<file path="src/rtl/pipelined_carry_select_adder.sv">
// Pipelined carry-select adder/subtractor: WIDTH/SEG segments spread over PIPE register stages.
// Define CSA_OVF_EN to add the registered signed-overflow output out_ovf.
module pipelined_carry_select_adder #(
   parameter int WIDTH = 16,
   parameter int SEG   = 4,
   parameter int PIPE  = 2
) (
   input  logic             clk,
   input  logic             rst_n,
   input  logic             in_valid,
   output logic             in_ready,
   input  logic [WIDTH-1:0] in_a,
   input  logic [WIDTH-1:0] in_b,
   input  logic             in_cin,
   input  logic             in_op,
   output logic             out_valid,
   input  logic             out_ready,
   output logic [WIDTH-1:0] out_sum,
   output logic             out_cout
`ifdef CSA_OVF_EN
   ,
   output logic             out_ovf
`endif
);

   localparam int NSEG = (SEG > 0) ? WIDTH / SEG : 1;
   localparam int SPS  = (PIPE > 0) ? NSEG / PIPE : 1;
   localparam int SW   = SPS * SEG;

   if (SEG < 1 || PIPE < 1 || (WIDTH % SEG) != 0 || (NSEG % PIPE) != 0) begin : g_bad_cfg
      $error("pipelined_carry_select_adder: WIDTH must divide by SEG and WIDTH/SEG by PIPE");
   end

   logic [PIPE-1:0][WIDTH-1:0] a_q, b_q, s_q;
   logic [PIPE-1:0][WIDTH-1:0] src_a, src_b, src_s, nxt_s;
   logic [PIPE-1:0]            c_q, v_q, src_c, src_v, nxt_c;
   logic [WIDTH-1:0]           b_eff;
   logic                       c_eff;
   logic                       adv;

   // Handshake: a beat transfers on a clock edge where valid & ready are both high.
   // The whole pipe moves as one unit, so any free output slot lets every stage advance.
   assign adv      = !v_q[PIPE-1] | out_ready;
   assign in_ready = adv;
   assign b_eff    = in_op ? ~in_b : in_b;
   assign c_eff    = in_op ? ~in_cin : in_cin;

   for (genvar k = 0; k < PIPE; k++) begin : g_stage
      logic [SPS:0]     cy;
      logic [SW-1:0]    seg_sum;
      logic [WIDTH-1:0] s_n;

      if (k == 0) begin : g_src
         assign src_a[k] = in_a;
         assign src_b[k] = b_eff;
         assign src_s[k] = '0;
         assign src_c[k] = c_eff;
         assign src_v[k] = in_valid & in_ready;
      end else begin : g_src
         assign src_a[k] = a_q[k-1];
         assign src_b[k] = b_q[k-1];
         assign src_s[k] = s_q[k-1];
         assign src_c[k] = c_q[k-1];
         assign src_v[k] = v_q[k-1];
      end

      assign cy[0] = src_c[k];

      for (genvar j = 0; j < SPS; j++) begin : g_seg
         localparam int LO = (k * SPS + j) * SEG;
         if (k == 0 && j == 0) begin : g_ripple
            logic [SEG:0] r;
            assign r = {1'b0, src_a[k][LO +: SEG]} + {1'b0, src_b[k][LO +: SEG]}
                     + {{SEG{1'b0}}, cy[j]};
            assign cy[j+1]              = r[SEG];
            assign seg_sum[j*SEG +: SEG] = r[SEG-1:0];
         end else begin : g_select
            // Both carry-in cases are precomputed; the real carry only drives the mux.
            logic [SEG:0] r0, r1;
            assign r0 = {1'b0, src_a[k][LO +: SEG]} + {1'b0, src_b[k][LO +: SEG]};
            assign r1 = r0 + {{SEG{1'b0}}, 1'b1};
            assign cy[j+1]              = cy[j] ? r1[SEG] : r0[SEG];
            assign seg_sum[j*SEG +: SEG] = cy[j] ? r1[SEG-1:0] : r0[SEG-1:0];
         end
      end

      always_comb begin
         s_n               = src_s[k];
         s_n[k*SW +: SW]   = seg_sum;
      end

      assign nxt_s[k] = s_n;
      assign nxt_c[k] = cy[SPS];
   end

   always_ff @(posedge clk or negedge rst_n) begin
      if (!rst_n) begin
         a_q <= '0;
         b_q <= '0;
         s_q <= '0;
         c_q <= '0;
         v_q <= '0;
      end else if (adv) begin
         a_q <= src_a;
         b_q <= src_b;
         s_q <= nxt_s;
         c_q <= nxt_c;
         v_q <= src_v;
      end
   end

   assign out_valid = v_q[PIPE-1];
   assign out_sum   = s_q[PIPE-1];
   assign out_cout  = c_q[PIPE-1];

`ifdef CSA_OVF_EN
   logic ovf_n, ovf_q;

   // The MSB resolves in the last stage, so overflow is formed there from the carried operands.
   assign ovf_n = (src_a[PIPE-1][WIDTH-1] == src_b[PIPE-1][WIDTH-1])
                & (nxt_s[PIPE-1][WIDTH-1] != src_a[PIPE-1][WIDTH-1]);

   always_ff @(posedge clk or negedge rst_n) begin
      if (!rst_n) begin
         ovf_q <= 1'b0;
      end else if (adv) begin
         ovf_q <= ovf_n;
      end
   end

   assign out_ovf = ovf_q;
`endif

endmodule

</file>
<file path="config.mk">
export PLATFORM = sky130hd
export DESIGN_NAME = pipelined_carry_select_adder
export DESIGN_NICKNAME = d
export VERILOG_FILES = /design/src/rtl/pipelined_carry_select_adder.sv
export SDC_FILE = /design/constraint.sdc
export NUM_CORES = 1
export LEC_CHECK = 0
export BUFFER_PORTS_ARGS = -buffer_cell sky130_fd_sc_hd__buf_4
export CORE_MARGIN = 2
export CORE_UTILIZATION = 50
export CTS_BUF_LIST = sky130_fd_sc_hd__clkbuf_8
export CTS_CLUSTER_DIAMETER = 60
export DETAILED_ROUTE_END_ITERATION = 6
export PLACE_DENSITY = 0.84
export SETUP_SLACK_MARGIN = 0.1
export SYNTH_ARGS = -nofsm -noshare
export SYNTH_HDL_FRONTEND = slang
export SYNTH_SLANG_ARGS = --single-unit
</file>
<file path="constraint.sdc">
create_clock -name clk -period 2.35 [get_ports clk]
set_clock_uncertainty 0.2 [all_clocks]
set_input_delay 0.235 -clock clk [delete_from_list [all_inputs] [get_ports clk]]
set_output_delay 0.235 -clock clk [all_outputs]
set_load 0.01 [all_outputs]
</file>
==> metrics.csv, run 1 <==
metric;value;unit
Sequential Power Share;37.0;%
P_int;1.98;mW
syn avg cell area;9.45;um2
Clk pin slew, worst setup/hold paths;80;ps
fin crit share;111;%
FF-to-FF setup slack;-270;ps
failing checks;negative setup slack;
clock network power share;19.0;%
fraction of layout cells with a size suffix above 1;30.3;%
worst slew pin tran;550;ps
Crit path top cell by count;ha_2;
Final Max Tran Viols;0;
Peak VDD IR;310;uV
leakage;1.73;nW
Netlist Area Pre-Place;0.00258;mm2
Max FO, Critical Path;5;
largest net degree at the start of global routing;45;
FMAX;382;MHz
DRC violations left;0;
Max-Cap Viols;0;
Synth area leaders;dfrtp_1 (43%), nand2_1 (10%), ha_1 (8.7%);
sw frac;34.6;%
area of the multi-input gates;0.00147;mm2
slowest cell delay on critical path;500;ps
wire length of the first global-routing pass;9.07;mm
Power Density;865;mW/mm2
reg-to-reg startpoint;b_q[8];
unrepaired setup endpoints after global routing;true;
crit path kind;flip-flop to flip-flop;
clk sinks;44;
Post-Synth Adder-Cell Area;12.6;%
R2R cell count;8;
Worst R2R End;out_sum[14];
clk root buf;clkbuf_8;
vias per cell;5.05;
Ys Warns;0;
Initial Utilization;51.2;%
mux cell area share after synthesis;1.21;%
TritonCTS clock tree;built;
critical path data required time;2370;ps
logic gate share of total power;44.0;%
first drt pass iteration count;4;
top-area cell type share of the netlist area;42.7;%
Mapped Cells;273;
Post-synth EDFFs;0;
CTS Buf Count;5;
final setup margin;-267;ps
IO Count;57;
ANT cells;0;
row count;26;
Layout Nets;416;
DR WL/cell;13.3;um
initial antenna violation count;0;
CP Launch Type;flip-flop;
worst path cell trace;ha_2 > fa_1 > ha_2 > nand3_2 > or4_4 > buf_6 > and4_4 > o31ai_2;
Longest Clk Path Bufs;2;
CP Data Arrival Time;2640;ps
core area;0.00504;mm2
DR vias;2152;
Critical Path Sink Type;flip-flop;
Placer Congestion;0.806;
top_reg_cell synth;dfrtp_1;
hold_sp;in_b[9];
outcome;finished with violations;
hold slack;7.09;ps
fraction of registers with async set or reset after synthesis;100;%
Synth cell types;39;
Worst-Skew Late Latency;300;ps
area leader, netlist;dfrtp_1;
fill cell count;384;
slowest cell on the critical path;fa_1;
NetSw;1.05;mW
pre-CTS setup slack;-298;ps
Hold Path End;b_q[9];
final hold vios;0;
largest family of logic cells by synthesized area;simple AND/OR/NAND/NOR gates;
H-Tree Depth;2;
Post-DP HPWL;4.07;mm
drt initial violations;64;
Post-DRT Antenna Nets;0;
Area Growth Syn to Fin;35.4;%
post-route minimum period;2620;ps
Post-Route WL;5.67;mm
simple-gate portion of the synthesized area;18.1;%
post-synthesis compound-gate area fraction;11.3;%
area of the die;0.00575;mm2
Hold Path Stages;3;
Seq/Total Area, Yosys;42.7;%
Post-Syn Nets;334;
Synth Register Bits;44;
post-synthesis xor/xnor area fraction;10.5;%
Relative slew margins;63.3;%
Vert. Die Dim;75.8;um
total power;3.02;mW
PortBufs;56;
GRT Overall Usage;21.1;%
Setup Viol. Count Final;5;
vias in the first global route;2113;
worst min path class;input port to flip-flop;
sequential cell area;0.00110;mm2
die width;75.8;um
GRT overflow;0;
-- cells in the final DEF, fill, tap and decap left out, types with 4 or more instances in the layout --
cell type      Yosys  final
nand2_1           72     72
ha_1              18     15
inv_1              8      9
xnor2_1           15     13
buf_4              0     76
a21o_1             6      6
dfrtp_1           44     44
dlygate4sd3_1      0     10
fa_1               5      4
a21oi_1           14     12
clkbuf_8           0      5
xor2_1            14     14
nor2_1            11     11
o21ai_0           14     14
-- synthesized netlist by cell type, types with 2 or more instances --
library cell and instances:
a21o_1 6, a21oi_1 14, a31oi_1 4, and3_1 3, buf_1 3, buf_2 2, clkbuf_1 8, dfrtp_1 44
fa_1 5, ha_1 18, inv_1 8, mux2i_1 2, nand2_1 72, nand2b_1 2, nand3_1 2, nand4_1 2
nor2_1 11, nor2b_1 3, nor3_1 2, nor3b_1 2, o21ai_0 14, o31ai_2 2, xnor2_1 15, xor2_1 14
-- power groups by stage --
stage	Clock [mW]	Combinational, mW	Sequential (mW)
global route	0.609	1.47	1.14
global placement	0	1.19	1.12
floorplan	0	0.705	1.16
detailed placement	0	1.24	1.13
finish	0.575	1.33	1.12
CTS	0.583	1.28	1.12
-- per-layer routing --
metal  vias to the layer above  track usage (%)  wire length, um
met5                         -                0                0
met4                         0             8.77               89
met3                        10             4.76              279
met2                        65             38.3             3050
met1                      1010             23.8             2250
li1                       1067                -                -
-- logic make-up (layout without fill, tap and decap cells) --
logic type | Yosys count | count (layout)
adders and majority gates | 23 | 23
buffers and inverters | 22 | 105
and+or+nand+nor | 105 | 105
AOI/OAI and AO/OA | 46 | 46
DFF | 44 | 44
muxes | 3 | 3
xor gates and xnor gates | 30 | 30
-- how the worst max path moves through the flow --
stage,startpoint,endpoint,slack (ps),cells after the start
after global routing,b_q[8],out_sum[14],-390,8
after floorplan,a_q[8],out_sum[12],-220,8
after global placement,a_q[8],out_sum[15],-210,8
after detailed placement,a_q[8],c_q[1],-300,8
final,b_q[8],out_sum[14],-270,8
after CTS,a_q[8],out_sum[14],-250,8
-- state kept, by name (all words and copies together) (netlist names) --
register and cells:
b_q 8, g_stage.s_n 8, out_sum 16, v_q 2, c_q 2, a_q 8
-- what timing repair did --
item	4_1_cts	5_1_grt
gates resized for setup	3	3
endpoints found under the hold margin	53	0
pin swaps	2	3
hold buffers	10	0
buffers inserted	1	2
setup endpoints to repair	5	5
gates cloned	1	1
-- critical path: cells and delay by family, from the launching register on --
family | cells | cell delay (ps)
compound gates | 1 | 160
buf+inv | 1 | 150
simple gates | 3 | 710
fa+ha+maj | 3 | 900
flops | 1 | 400
-- through the flow --
stage               area (um2)  util, %  instances  TNS, ps
global route              3490     69.3        426    -1720
finish                    3490     69.3        426    -1220
floorplan                 2660        -        273     -930
CTS                       3450     68.4        423    -1110
detailed placement        3220     63.8        403    -1540
global placement          3220     63.8        403     -942
-- area by class of cell --
class	instances	area share, %
clock buffers	5	1.97
clock inverters	3	1.11
inverters	8	0.860
multi-input cells	207	42.0
flip-flops and latches	44	31.5
well taps	70	2.51
repair buffers	89	20.0
Power figures use the tool's default switching activity.
==> run 2: changes to the inputs <==
- REMOVE_ABC_BUFFERS: unset -> 1
==> metrics.csv, run 2 (synthesis gave the netlist of run 1 again) <==
metric;value;unit;change
CTS Buf Count;5;;unchanged
Relative slew margins;64.0;%;+0.71 points
total power;3.05;mW;+0.89%
leakage;1.74;nW;+0.38%
fin area;0.00350;mm2;+0.32%
pre-CTS setup slack;-412;ps;-114 ps
H-Tree Depth;2;;unchanged
CP Data Arrival Time;2620;ps;-20 ps
Max-Cap Viols;0;;unchanged
CP Launch Type;flip-flop;;
final setup margin;-275;ps;-7.89 ps
Initial Utilization;51.2;%;unchanged
post-place instance area;0.00319;mm2;-0.78%
vias in the first global route;2094;;-0.90%
commonest non-fill, non-tap cell in the layout;buf_4;;
failing checks;negative setup slack;;
ANT cells;0;;unchanged
Hold Path Stages;3;;unchanged
DR WL/cell;12.6;um;-5.0%
Area Growth Syn to Fin;35.8;%;
critical path data required time;2350;ps;-20 ps
clk root buf;clkbuf_8;;
R2R cell count;7;;-1
Final Max Tran Viols;0;;unchanged
IO Count;57;;unchanged
fraction of layout cells with a size suffix above 1;29.5;%;-0.81 points
FF-to-FF setup slack;-280;ps;about the same
core area;0.00504;mm2;unchanged
largest net degree at the start of global routing;45;;unchanged
worst slew pin tran;540;ps;-10.7 ps
area of the die;0.00575;mm2;unchanged
vias per cell;5.06;;+0.18%
hold slack;8.46;ps;+1.37 ps
Post-Route WL;5.42;mm;-4.3%
fill cell count;393;;+2.3%
FMAX;381;MHz;-0.30%
worst min path class;input port to flip-flop;;
max reg flops;16;;unchanged
DR vias;2171;;+0.88%
Sum Neg Setup Slack;-1040;ps;+179 ps
Layout Utilization;69.5;%;+0.22 points
fin crit share;112;%;+0.34 points
outcome;finished with violations;;
reg-to-reg startpoint;a_q[8];;
Peak VDD IR;383;uV;+24%
hold_sp;in_b[12];;
final hold vios;0;;unchanged
Max FO, Critical Path;5;;unchanged
Post-DP HPWL;3.84;mm;-5.6%
Placer Congestion;0.825;;+2.3%
GRT overflow;0;;unchanged
row count;26;;unchanged
Vert. Die Dim;75.8;um;unchanged
most frequent cells in the layout;buf_4 (80), nand2_1 (72), dfrtp_1 (44);;
Longest Clk Path Bufs;2;;unchanged
Power Density;870;mW/mm2;+0.57%
dpl cells;406;;+0.74%
first drt pass iteration count;4;;unchanged
crit path kind;flip-flop to flip-flop;;
Finished Layout Cells;429;;+0.70%
Worst-Skew Late Latency;310;ps;about the same
DRC violations left;0;;unchanged
clk sinks;44;;unchanged
PortBufs;56;;unchanged
TritonCTS clock tree;built;;
Clk pin slew, worst setup/hold paths;90;ps;about the same
Critical Path Source;a_q[8];;
Setup Viol. Count Final;5;;unchanged
drt initial violations;34;;-47%
Layout Nets;419;;+0.72%
die width;75.8;um;unchanged
Post-DRT Antenna Nets;0;;unchanged
initial antenna violation count;0;;unchanged
wire length of the first global-routing pass;8.90;mm;-1.9%
Critical Path Sink Type;flip-flop;;
Hold Path End;b_q[12];;
unrepaired setup endpoints after global routing;true;;
post-route minimum period;2630;ps;+7.89 ps
GRT Overall Usage;20.4;%;-0.73 points
Worst R2R End;out_sum[12];;
==> run 2: cell count changes in the layout (fill, tap and decap cells not counted), sizes merged <==
cell | previous run | this run
clkinvlp | 0 | 1
inv | 9 | 8
or4 | 1 | 2
buf | 78 | 81
clkdlybuf4s15 | 1 | 0
==> run 2: worst max-delay path by stage <==
stage                        to  depth (start not counted)
finish              out_sum[12]                          7
detailed placement  out_sum[12]                          7
CTS                 out_sum[12]                          7
global route        out_sum[12]                          7
floorplan                c_q[1]                          4
global placement    out_sum[12]                          7
==> run 2: repair_timing <==
action | CTS | global route
resized for setup | 9 | 5
hold endpoints to repair | 53 | 0
hold buffers | 10 | 0
setup endpoints to repair | 5 | 7
pin swaps | 2 | 1
cloned | 2 | 0
buffers inserted | 0 | 3
==> run 2: cell type report <==
type / count / area (um2) / area share, %
inverter: 8 / 30.0 / 0.857
timing repair buffer: 91 / 712 / 20.3
clock buffer: 5 / 68.8 / 1.96
clock inverter: 3 / 42.5 / 1.21
sequential: 44 / 1100 / 31.4
multi-input combinational: 208 / 1460 / 41.7
tap: 70 / 87.6 / 2.50
==> run 2: metal layers <==
metal / part of all wire, % / vias up / GRT usage [%]
met5: 0 / - / 0
met3: 3.3 / 12 / 3.70
met1: 39 / 1031 / 22.1
li1: - / 1077 / -
met4: 2.1 / 0 / 9.36
met2: 56 / 51 / 38.1
==> run 2: worst max-delay path, cell delays in order, from the launching register on <==
cell	delay, ps
dfrtp_1	400
ha_2	210
fa_1	500
ha_2	210
nand3_4	80
or4_4	480
and3_1	200
a211o_1	230
==> run 2: power breakdown <==
part           internal [mW]  total [mW]  switching (mW)
Sequential             0.979        1.11           0.133
Combinational          0.700        1.35           0.646
Clock                  0.315       0.591           0.276
Total                   1.99        3.05            1.05
